`config.mk`:
```
export PLATFORM = sky130hd
export DESIGN_NAME = stream_comparator
export DESIGN_NICKNAME = d
export VERILOG_FILES = /design/src/rtl/cmp_pkg.sv /design/src/rtl/sat_counter.sv /design/src/rtl/stream_comparator.sv
export SDC_FILE = /design/constraint.sdc
export NUM_CORES = 1
export LEC_CHECK = 0
export ABC_AREA = 1
export CORE_MARGIN = 8
export CORE_UTILIZATION = 50
export CTS_CLUSTER_SIZE = 20
export DETAILED_ROUTE_END_ITERATION = 10
export GPL_ROUTABILITY_DRIVEN = 0
export HOLD_SLACK_MARGIN = 0.06
export PLACE_DENSITY = 0.86
export SLEW_MARGIN = 25
export SYNTH_ARGS = -nofsm -noshare
export SYNTH_HDL_FRONTEND = slang
export SYNTH_SLANG_ARGS = --single-unit
```
`constraint.sdc`:
```
create_clock -name clk -period 3.41 [get_ports clk]
set_input_delay 0.682 -clock clk [delete_from_list [all_inputs] [get_ports clk]]
set_output_delay 0.682 -clock clk [all_outputs]
set_load 0.05 [all_outputs]
```
`src/rtl/cmp_pkg.sv`:
```
// rtl/cmp_pkg.sv - shared result encoding and defaults for the stream comparator
package cmp_pkg;

   typedef enum logic [1:0] {
      CMP_NONE,
      CMP_LT,
      CMP_EQ,
      CMP_GT
   } cmp_res_t;

   localparam int CMP_DEFAULT_WIDTH = 16;

endpackage

```
`src/rtl/sat_counter.sv`:
```
// rtl/sat_counter.sv - saturating up-counter with clear-then-increment priority
module sat_counter #(
   parameter int CNT_WIDTH = 8
) (
   input  logic                 clk,
   input  logic                 rst,
   input  logic                 clear,
   input  logic                 inc,
   output logic [CNT_WIDTH-1:0] count
);

   logic [CNT_WIDTH-1:0] r_count;
   logic                 w_full;

   assign w_full = &r_count;
   assign count  = r_count;

   // A clear coinciding with an increment leaves the counter at one, not zero.
   always_ff @(posedge clk) begin
      if (rst) begin
         r_count <= '0;
      end else if (clear) begin
         r_count <= inc ? CNT_WIDTH'(1) : '0;
      end else if (inc && !w_full) begin
         r_count <= r_count + CNT_WIDTH'(1);
      end
   end

endmodule

```
`src/rtl/stream_comparator.sv`:
```
// rtl/stream_comparator.sv - handshaked signed/unsigned magnitude comparator with outcome tallies
module stream_comparator
   import cmp_pkg::*;
#(
   parameter int WIDTH     = CMP_DEFAULT_WIDTH,
   parameter int CNT_WIDTH = 8
) (
   input  logic                 clk,
   input  logic                 rst,
   input  logic                 clear,
   input  logic                 in_valid,
   output logic                 in_ready,
   input  logic [WIDTH-1:0]     a,
   input  logic [WIDTH-1:0]     b,
   input  logic                 signed_mode,
   output logic                 out_valid,
   input  logic                 out_ready,
   output logic                 gt,
   output logic                 lt,
   output logic                 eq,
   output logic [CNT_WIDTH-1:0] gt_count,
   output logic [CNT_WIDTH-1:0] lt_count,
   output logic [CNT_WIDTH-1:0] eq_count
);

   cmp_res_t r_res;
   logic     r_valid;
   cmp_res_t w_cmp;
   logic     w_accept;
   logic     w_lt;

   assign in_ready = !r_valid || out_ready;
   assign w_accept = in_valid && in_ready;

   always_comb begin
      w_lt = signed_mode ? ($signed(a) < $signed(b)) : (a < b);
      w_cmp = CMP_GT;
      if (a == b) begin
         w_cmp = CMP_EQ;
      end else if (w_lt) begin
         w_cmp = CMP_LT;
      end
   end

   // Single output stage: load on accept, otherwise empty once the consumer takes it.
   always_ff @(posedge clk) begin
      if (rst) begin
         r_valid <= 1'b0;
         r_res   <= CMP_NONE;
      end else if (w_accept) begin
         r_valid <= 1'b1;
         r_res   <= w_cmp;
      end else if (out_ready) begin
         r_valid <= 1'b0;
         r_res   <= CMP_NONE;
      end
   end

   assign out_valid = r_valid;
   assign gt        = (r_res == CMP_GT);
   assign lt        = (r_res == CMP_LT);
   assign eq        = (r_res == CMP_EQ);

   sat_counter #(.CNT_WIDTH(CNT_WIDTH)) u_gt_cnt (
      .clk   (clk),
      .rst   (rst),
      .clear (clear),
      .inc   (w_accept && (w_cmp == CMP_GT)),
      .count (gt_count)
   );

   sat_counter #(.CNT_WIDTH(CNT_WIDTH)) u_lt_cnt (
      .clk   (clk),
      .rst   (rst),
      .clear (clear),
      .inc   (w_accept && (w_cmp == CMP_LT)),
      .count (lt_count)
   );

   sat_counter #(.CNT_WIDTH(CNT_WIDTH)) u_eq_cnt (
      .clk   (clk),
      .rst   (rst),
      .clear (clear),
      .inc   (w_accept && (w_cmp == CMP_EQ)),
      .count (eq_count)
   );

endmodule

```
==> summary.txt, run 1 <==
Outcome
  – Status: finished, final reports clean

Min path
  – WHS Path Cells: 2
  – HP Class: flop to flop
  – Hold path start: u_eq_cnt.count[7]$_SDFFE_PP0P_
  – Hold endpoint: u_eq_cnt.count[7]$_SDFFE_PP0P_

Yosys
  – Distinct cells, synth: 35
  – Synth Area per Inst: between 7 and 8 µm²
  – Asr flop ratio synth: 0%
  – Post-synth EDFFs: 0
  – Most frequent cell after synthesis: nand2_1
  – Yosys top cell by area: dfxtp_1
  – Cell area after synthesis: approximately 2100 µm²
  – Post-synth net total: ~350
  – Seq cells post-synth: 27
  – Top cells by area, synth: dfxtp_1 (26%), ha_1 (11%), nand2_1 (9.8%)
  – Sequential share of the synthesized area: a little over a quarter
  – Synth cell count leaders: nand2_1 (54), inv_1 (51), nor2_1 (33)
  – YS warnings: 0
  – Primary FF master, synth: dfxtp_1
  – Synth top area share: 26.1%
  – Post-Syn Instances: between 200 and 300

Global routing
  – Pin count of the biggest net entering global routing: 17
  – First-pass GRT wire length: between 8 and 9 mm
  – Vias in the first global route: around 2000
  – GRT overflow: 0
  – Gr usage total: between 10% and 20%
  – Initial antenna violation count: 0

Route
  – Drt initial violations: 63
  – Routed vias/inst: a little under 5
  – Antenna Nets Post-Route: 0
  – Final wirelength: roughly 4.9 mm
  – Via Count: slightly above 2000
  – Residual DRC: 0
  – First-pass DRT Iterations: 4
  – Wire length per cell: between 10 and 15 µm

Placement
  – Placed Area: 2780 µm²
  – Post-DP HPWL: approximately 4.1 mm
  – Place WS: between 0.4 and 0.5 ns
  – # port buffers: 66

Clocking
  – CTS tree: yes
  – Max Buffers Root-to-Sink: 2
  – Clk_lat worst skew: between 0.2 and 0.3 ns
  – Root Driver: clkbuf_8
  – Htree depth: 1
  – Postcts setup bufs: 0
  – CTS hold repair buffers: 0
  – PostCTS Resize Cnt: 0
  – Worst-path clk slew: 0.09 ns
  – Clock tree sinks: 27
  – CTS Buf Count: 3

Floorplanning
  – Die width: between 80 and 90 µm
  – # rows: 23
  – Full die area: roughly 6500 µm²
  – Chip height: about 80 µm
  – Core Area: about 4000 µm²
  – Initial Util: a little over 50%
  – Ports: between 60 and 70

Critical path
  – Crit-path max FO: 4
  – Worst R2R End: u_gt_cnt.count[3]$_SDFFE_PP0P_
  – Worst Reg2Reg Path Length in Cells: 11
  – Setup crit end kind: output pin
  – Reg2Reg Setup Slack: 1.70 ns
  – CP required: about 2.7 ns
  – RR Startpoint: u_gt_cnt.count[0]$_SDFFE_PP0P_
  – CP arrival: about 2.2 ns
  – CP Class: input pin to output pin
  – Worst setup SP type: input pin

STA
  – Worst slew pin tran: around 0.53 ns
  – Final Setup Violations: 0
  – Max-slew headroom: ~64%
  – Final hold vios: 0
  – Fin. max-slew vios: 0
  – RSZ-0062 raised after global routing: false
  – Fmax: roughly 0.35 GHz
  – Minimum clock period: a little under 3 ns
  – Hold slack final: roughly 0.50 ns
  – Skew final: 0.0109 ns
  – Worst setup margin: between 0.5 and 0.6 ns
  – Fin crit share: 84.5%
  – TNS Setup: 0 ns

Cells and area
  – N_diodes: 0
  – Area Overhead vs Synth: 36.6%
  – Design area: 2830 µm²
  – Fillers: 332
  – Nets: 419
  – Layout cells sized above 1: between 10% and 20%

Job
  – Max cap viols: 0

Pwr
  – Leak pwr: approximately 1.3 nW
  – Maximum vdd drop: about 0.00027 V
  – PwrDens: 255 nW/µm²
-- worst max path at each step --
| stage | start | end | slack, ns | cells past startpoint |
|---|---|---|---|---|
| final | out_ready | in_ready | 0.53 | 4 |
| after global routing | out_ready | in_ready | 0.49 | 4 |
| after CTS | out_ready | in_ready | 0.52 | 4 |
| after detailed placement | b[3] | u_gt_cnt.count[3]$_SDFFE_PP0P_ | 0.49 | 17 |
| after global placement | out_ready | in_ready | 0.55 | 4 |
| after floorplan | b[15] | u_eq_cnt.count[5]$_SDFFE_PP0P_ | 1.23 | 14 |
-- where the power goes --
part / total [mW] / switching (mW) / leakage (nW) / internal, mW
registers: 0.326 / 0.00550 / 0.219 / 0.321
clock network: 0.185 / 0.102 / 0.0217 / 0.0828
logic: 0.210 / 0.117 / 1.06 / 0.0932
total: 0.720 / 0.224 / 1.30 / 0.497
-- stage by stage --
stage | power [mW] | utilization [%] | std cells
detailed placement | 0.544 | 69.4 | 407
finish | 0.720 | 70.6 | 411
CTS | 0.726 | 70.6 | 411
floorplan | 0.469 | - | 294
global route | 0.763 | 70.6 | 411
global placement | 0.538 | 69.4 | 407
-- cells in the final DEF (no fill, tap or decap), types with 3 or more instances in the layout --
master	count
clkdlybuf4s50_1	66
nand2_1	54
inv_1	51
nor2_1	33
dfxtp_1	27
a21oi_1	19
ha_1	19
nand3_1	18
nand4_1	9
inv_2	6
nand2_2	6
nand2_4	5
nor3_1	5
nor2_4	4
a31oi_1	4
nor2_2	3
a211oi_1	3
o21ai_1	3
xor2_1	3
clkbuf_8	3
-- registers in the layout, summed over array words and instances, names as in the netlist --
register	count
u_gt_cnt.count	8
out_valid	1
u_eq_cnt.count	8
u_lt_cnt.count	8
r_res	2
-- final cells by class --
type / instances / area (µm²) / share of cell area, %
multi-input cells: 206 / 1290 / 45.7
clock buffers: 3 / 41.3 / 1.46
inverters: 57 / 214 / 7.57
clock inverters: 1 / 7.51 / 0.266
repair buffers: 67 / 668 / 23.6
flip-flops and latches: 27 / 541 / 19.1
well taps: 50 / 62.6 / 2.21
-- metal layers --
layer / track usage [%] / vias to the layer above / wire length [µm]
met2: 28.5 / 44 / 2400
met1: 18.0 / 911 / 2180
li1: - / 1081 / -
met5: 0 / - / 0
met4: 3.64 / 0 / 53
met3: 3.13 / 6 / 260
-- critical path, cell delays in order --
cell	delay (ns)
clkdlybuf4s50_1	0.47
inv_2	0.05
nand2_2	0.14
clkdlybuf4s50_1	0.86
-- cells by family (layout without fill, tap and decap cells) --
family	after synthesis	count (layout)	share of synthesized area, %
AND/OR/NAND/NOR	147	147	38.8
XOR/XNOR	3	3	1.27
AO/OA/AOI/OAI	37	37	10.8
flip-flops	27	27	26.1
adder cells (fa/ha/maj)	19	19	11.5
buffers and inverters	61	128	11.4
Power figures use the tool's default switching activity.
==> run 2: changes to the inputs <==
--- a/config.mk
+++ b/config.mk
@@ -7,12 +7,12 @@
 export LEC_CHECK = 0
 export ABC_AREA = 1
 export CORE_MARGIN = 8
-export CORE_UTILIZATION = 50
+export CORE_UTILIZATION = 47
 export CTS_CLUSTER_SIZE = 20
 export DETAILED_ROUTE_END_ITERATION = 10
 export GPL_ROUTABILITY_DRIVEN = 0
 export HOLD_SLACK_MARGIN = 0.06
-export PLACE_DENSITY = 0.86
+export PLACE_DENSITY = 0.81
 export SLEW_MARGIN = 25
 export SYNTH_ARGS = -nofsm -noshare
 export SYNTH_HDL_FRONTEND = slang
==> constraint.sdc (replaced) <==
create_clock -name clk -period 2.9 [get_ports clk]
set_input_delay 0.58 -clock clk [delete_from_list [all_inputs] [get_ports clk]]
set_output_delay 0.58 -clock clk [all_outputs]
set_load 0.05 [all_outputs]
==> summary.txt, run 2 (synthesized netlist as in run 1, its figures left out) <==
Route
  – Via Count: around 2000
  – First-pass DRT Iterations: 4
  – Drt initial violations: 80
  – Final wirelength: ~5.0 mm
  – Antenna Nets Post-Route: 0
  – Residual DRC: 0
  – Wire length per cell: ~12 µm
  – Routed vias/inst: about 5

Placement
  – Placed Area: about 2800 µm²
  – Cell count after placement: between 400 and 500
  – Place WS: 0.106 ns
  – # port buffers: 66
  – Post-DP HPWL: 4.16 mm

Min path
  – Hold path start: u_eq_cnt.count[7]$_SDFFE_PP0P_
  – HP Class: flop to flop
  – Hold endpoint: u_eq_cnt.count[7]$_SDFFE_PP0P_
  – WHS Path Cells: 2

Pwr
  – Clk pwr share: 25.5%
  – Total chip power: roughly 850 µW
  – Maximum vdd drop: roughly 0.00023 V
  – Design internal power: 583 µW
  – Sw Pwr: 264 µW
  – Sw Ratio: 31.2%
  – Combinational power share: 29.2%
  – PwrDens: 300 nW/µm²
  – Sequential power share: about 45%
  – Leak pwr: 1.31 nW

STA
  – Final hold vios: 0
  – Fmax: approximately 0.4 GHz
  – Final Setup Violations: 0
  – Minimum clock period: about 2.5 ns
  – Worst setup margin: ~0.41 ns
  – Fin. max-slew vios: 0
  – RSZ-0062 raised after global routing: false
  – Max-slew headroom: 64.9%
  – TNS Setup: 0 ns
  – Worst slew pin tran: 0.524 ns
  – Fin crit share: 85.7%
  – Skew final: between 0.004 and 0.005 ns

Critical path
  – Reg2Reg Setup Slack: 1.22 ns
  – CP required: ~3.1 ns
  – CP Class: input pin to flop
  – Crit-path max FO: 11
  – Setup crit end kind: flop
  – RR Startpoint: u_gt_cnt.count[0]$_SDFFE_PP0P_
  – Worst setup SP type: input pin
  – CP arrival: about 2.7 ns
  – Worst Reg2Reg Path Length in Cells: 11
  – Worst R2R End: u_gt_cnt.count[3]$_SDFFE_PP0P_

Global routing
  – Initial antenna violation count: 0
  – GRT overflow: 0
  – Vias in the first global route: about 1900
  – Pin count of the biggest net entering global routing: 16
  – First-pass GRT wire length: ~8.4 mm
  – Gr usage total: between 10% and 20%

Floorplanning
  – Full die area: around 6800 µm²
  – Initial Util: between 40% and 50%
  – Core Area: 4290 µm²
  – Die width: ~82 µm
  – # rows: 24
  – Ports: 67
  – Chip height: between 80 and 90 µm

Clocking
  – Clk_lat worst skew: ~0.28 ns
  – CTS Buf Count: 3
  – Worst-path clk slew: 0.09 ns
  – Postcts setup bufs: 0
  – Clock tree sinks: 27
  – CTS hold repair buffers: 0
  – Max Buffers Root-to-Sink: 2
  – Htree depth: 1
  – Root Driver: clkbuf_8
  – CTS tree: yes
  – PostCTS Resize Cnt: 0

Cells and area
  – Layout cells sized above 1: between 10% and 20%
  – Most common library cell in the layout ignoring fill and taps: clkdlybuf4s50_1
  – Area Overhead vs Synth: 36.5%
  – Most frequent cells in the layout: clkdlybuf4s50_1 (65), nand2_1 (54), inv_1 (51), nor2_1 (33), dfxtp_1 (27)
  – Design area: approximately 2800 µm²
  – Fin cells: just over 400
  – Nets: ~420
  – N_diodes: 0

Outcome
  – Status: finished, final reports clean

Job
  – Max cap viols: 0
[run 2: changes by cell type in the layout (fill, tap and decap cells not counted), sizes merged]
| cell | change |
|---|---|
| clkdlybuf4s50 | -1 |
| clkinv | +1 |
| buf | +1 |
| clkinvlp | -1 |
[run 2: power by group through the flow]
stage	sequential (mW)	combinational, mW	clock (mW)
finish	0.383	0.248	0.216
global route	0.384	0.274	0.236
CTS	0.383	0.250	0.225
detailed placement	0.392	0.249	0
global placement	0.391	0.243	0
floorplan	0.406	0.145	0
[run 2: area by class of cell]
type	instances	area, µm²
inverter	57	214
clock inverter	1	5.00
fill	385	1470
timing repair buffer	67	666
tap	52	65.1
clock buffer	3	41.3
sequential	27	541
multi-input combinational	206	1290
[run 2: stage by stage]
| step | util [%] | hold WS, ns |
|---|---|---|
| floorplan | - | 0.517 |
| global placement | 64.7 | 0.487 |
| detailed placement | 64.7 | 0.493 |
| CTS | 65.7 | 0.505 |
| global route | 65.7 | 0.535 |
| finish | 65.7 | 0.505 |
[run 2: metal layers]
metal  vias to the layer above  part of all wire, %  track usage [%]
li1                       1075                    -                -
met1                       922                   44             17.5
met2                        42                   50             27.6
met3                         4                  5.7             2.81
met4                         0                  1.1             5.26
met5                         -                    0                0
[run 2: worst max path at each step]
stage                     start  cells after the start  slack (ns)                             end
after floorplan           b[15]                     14        0.82  u_eq_cnt.count[5]$_SDFFE_PP0P_
after global placement     b[3]                     17        0.18  u_gt_cnt.count[6]$_SDFFE_PP0P_
after detailed placement   b[3]                     17        0.11  u_gt_cnt.count[3]$_SDFFE_PP0P_
after CTS                  b[3]                     17        0.41  u_gt_cnt.count[3]$_SDFFE_PP0P_
after global routing      b[13]                     14        0.23  u_gt_cnt.count[4]$_SDFFE_PP0P_
final                      b[3]                     17        0.41  u_gt_cnt.count[3]$_SDFFE_PP0P_
[run 2: critical path: stages]
cell	delay, ns
clkdlybuf4s50_1	0.45
inv_1	0.04
ha_1	0.28
nand2_1	0.15
inv_2	0.05
nand2_1	0.07
nand2_1	0.05
nand2_1	0.05
nand2_1	0.05
nand2_2	0.09
nand2_2	0.07
nand2_4	0.09
nand3_2	0.07
nor2_2	0.33
nand3_1	0.12
nand2_1	0.08
nor2_1	0.04
==> run 3: changes to the inputs <==
--- a/config.mk
+++ b/config.mk
@@ -7,12 +7,14 @@
 export LEC_CHECK = 0
 export ABC_AREA = 1
 export CORE_MARGIN = 8
-export CORE_UTILIZATION = 47
+export CORE_UTILIZATION = 50
+export CTS_CLUSTER_DIAMETER = 100
 export CTS_CLUSTER_SIZE = 20
 export DETAILED_ROUTE_END_ITERATION = 10
+export DONT_BUFFER_PORTS = 1
 export GPL_ROUTABILITY_DRIVEN = 0
 export HOLD_SLACK_MARGIN = 0.06
-export PLACE_DENSITY = 0.81
+export PLACE_DENSITY = 0.65
 export SLEW_MARGIN = 25
 export SYNTH_ARGS = -nofsm -noshare
 export SYNTH_HDL_FRONTEND = slang
==> summary.txt, run 3 (synthesized netlist as in run 1, its figures left out) <==
Outcome
  – Status: finished, final reports clean

Pwr
  – PwrDens: 352 nW/µm²
  – Maximum vdd drop: between 0.0003 and 0.0004 V
  – Leak pwr: between 1 and 1.5 nW
  – Total chip power: around 780 µW

Global routing
  – Initial antenna violation count: 0
  – Met2 GRT Util: 23.9%
  – GRT met3 Usage: around 5.2%
  – GRT overflow: 0
  – First-pass GRT wire length: 7.39 mm
  – Most Crowded Layer GR: met2
  – Pin count of the biggest net entering global routing: 16
  – Gr usage total: between 10% and 20%
  – Vias in the first global route: between 1500 and 2000
  – Global Route met1 Usage: roughly 16%

Route
  – Via Count: around 1800
  – First-pass DRT Iterations: 4
  – Routed vias/inst: between 5 and 6
  – Final wirelength: ~4.4 mm
  – Residual DRC: 0
  – Wire length per cell: ~12 µm
  – Drt initial violations: 48
  – Antenna Nets Post-Route: 0

Floorplanning
  – Full die area: around 6500 µm²
  – Die width: 80.3 µm
  – Ports: 67
  – Initial Util: around half
  – # rows: 23
  – Core Area: ~4000 µm²
  – Chip height: roughly 80 µm

Clocking
  – Root Driver: clkbuf_8
  – Max Buffers Root-to-Sink: 2
  – Postcts setup bufs: 0
  – Worst-path clk slew: ~0.1 ns
  – PostCTS Resize Cnt: 0
  – CTS Buf Count: 3
  – CTS hold repair buffers: 0
  – Htree depth: 1
  – Clock tree sinks: 27
  – CTS tree: yes
  – Clk_lat worst skew: between 0.2 and 0.3 ns

Critical path
  – CP peak stage delay: 0.50 ns
  – CP top delay family: simple AND/OR/NAND/NOR gates
  – CP arrival: approximately 2.3 ns
  – Setup crit end kind: flop
  – CP required: 3.08 ns
  – Crit path cell chain: nand2_2, nand2_8, a21oi_4, nand3_2, nor2_2, nand3_1, nand2_1, nor2_1
  – Worst setup SP type: flop
  – Bufs and invs on worst path: 0
  – CP Class: flop to flop
  – Crit-path max FO: 11
  – Slowest cell on the critical path: dfxtp_1

Job
  – Max cap viols: 0

Placement
  – Cell count after placement: between 300 and 400
  – Post-DP HPWL: approximately 3.7 mm
  – Place WS: around 0.60 ns
  – Placed Area: 2180 µm²
  – # port buffers: 0

STA
  – Worst slew pin tran: about 0.89 ns
  – RSZ-0062 raised after global routing: false
  – TNS Setup: 0 ns
  – Max-slew headroom: around two fifths
  – Fin. max-slew vios: 0
  – Final hold vios: 0
  – Minimum clock period: about 2.1 ns
  – Fin crit share: between 70% and 80%
  – Hold slack final: between 0.3 and 0.4 ns
  – Skew final: roughly 0.012 ns
  – Worst setup margin: a little under 0.8 ns
  – Final Setup Violations: 0
  – Fmax: 0.470 GHz

Cells and area
  – Most frequent cells in the layout: nand2_1 (54), inv_1 (51), nor2_1 (33), dfxtp_1 (27)
  – N_diodes: 0
  – Most common library cell in the layout ignoring fill and taps: nand2_1
  – Fin cells: around 350
  – Area Overhead vs Synth: 7.44%
  – Layout cells sized above 1: 15.8%
  – Final core utilization: around 56%
  – Design area: approximately 2200 µm²
  – Nets: 361

Min path
  – HP Class: input pin to flop
run 3: final cells by class:
class                      instances  area [µm²]
clock buffer                       3        41.3
clock inverter                     1        5.00
fill                             401        1780
sequential                        27         541
timing repair buffer               9        67.6
inverter                          57         214
tap                               50        62.6
multi-input combinational        206        1290
run 3: power by group:
| group | internal (mW) | leakage (nW) | switching, mW |
|---|---|---|---|
| logic | 0.0576 | 0.860 | 0.112 |
| clock network | 0.0964 | 0.0255 | 0.123 |
| registers | 0.377 | 0.219 | 0.0158 |
| total | 0.531 | 1.10 | 0.251 |
run 3: routing by layer:
layer,up-vias,share of wire (%)
li1,964,-
met1,773,44
met2,48,47
met3,2,9.1
met4,0,0.41
met5,-,0
run 3: final timing paths:
| path | from | endpoint | slack (ns) | cells past startpoint |
|---|---|---|---|---|
| worst max-delay path | out_valid$_SDFFE_PP0P_ | u_gt_cnt.count[2]$_SDFFE_PP0P_ | 0.77 | 8 |
| worst min-delay path | rst | u_gt_cnt.count[1]$_SDFFE_PP0P_ | 0.35 | 1 |
| worst max register to register | out_valid$_SDFFE_PP0P_ | u_gt_cnt.count[2]$_SDFFE_PP0P_ | 0.77 | 8 |
| worst min register to register | r_res[0]$_SDFFE_PP0P_ | r_res[0]$_SDFFE_PP0P_ | 0.57 | 2 |
run 3: worst register-to-register path, cell delays in order (launching register included):
cell and delay, ns:
dfxtp_1 0.50, nand2_2 0.42, nand2_8 0.13, a21oi_4 0.29
nand3_2 0.12, nor2_2 0.33, nand3_1 0.12, nand2_1 0.09
nor2_1 0.04
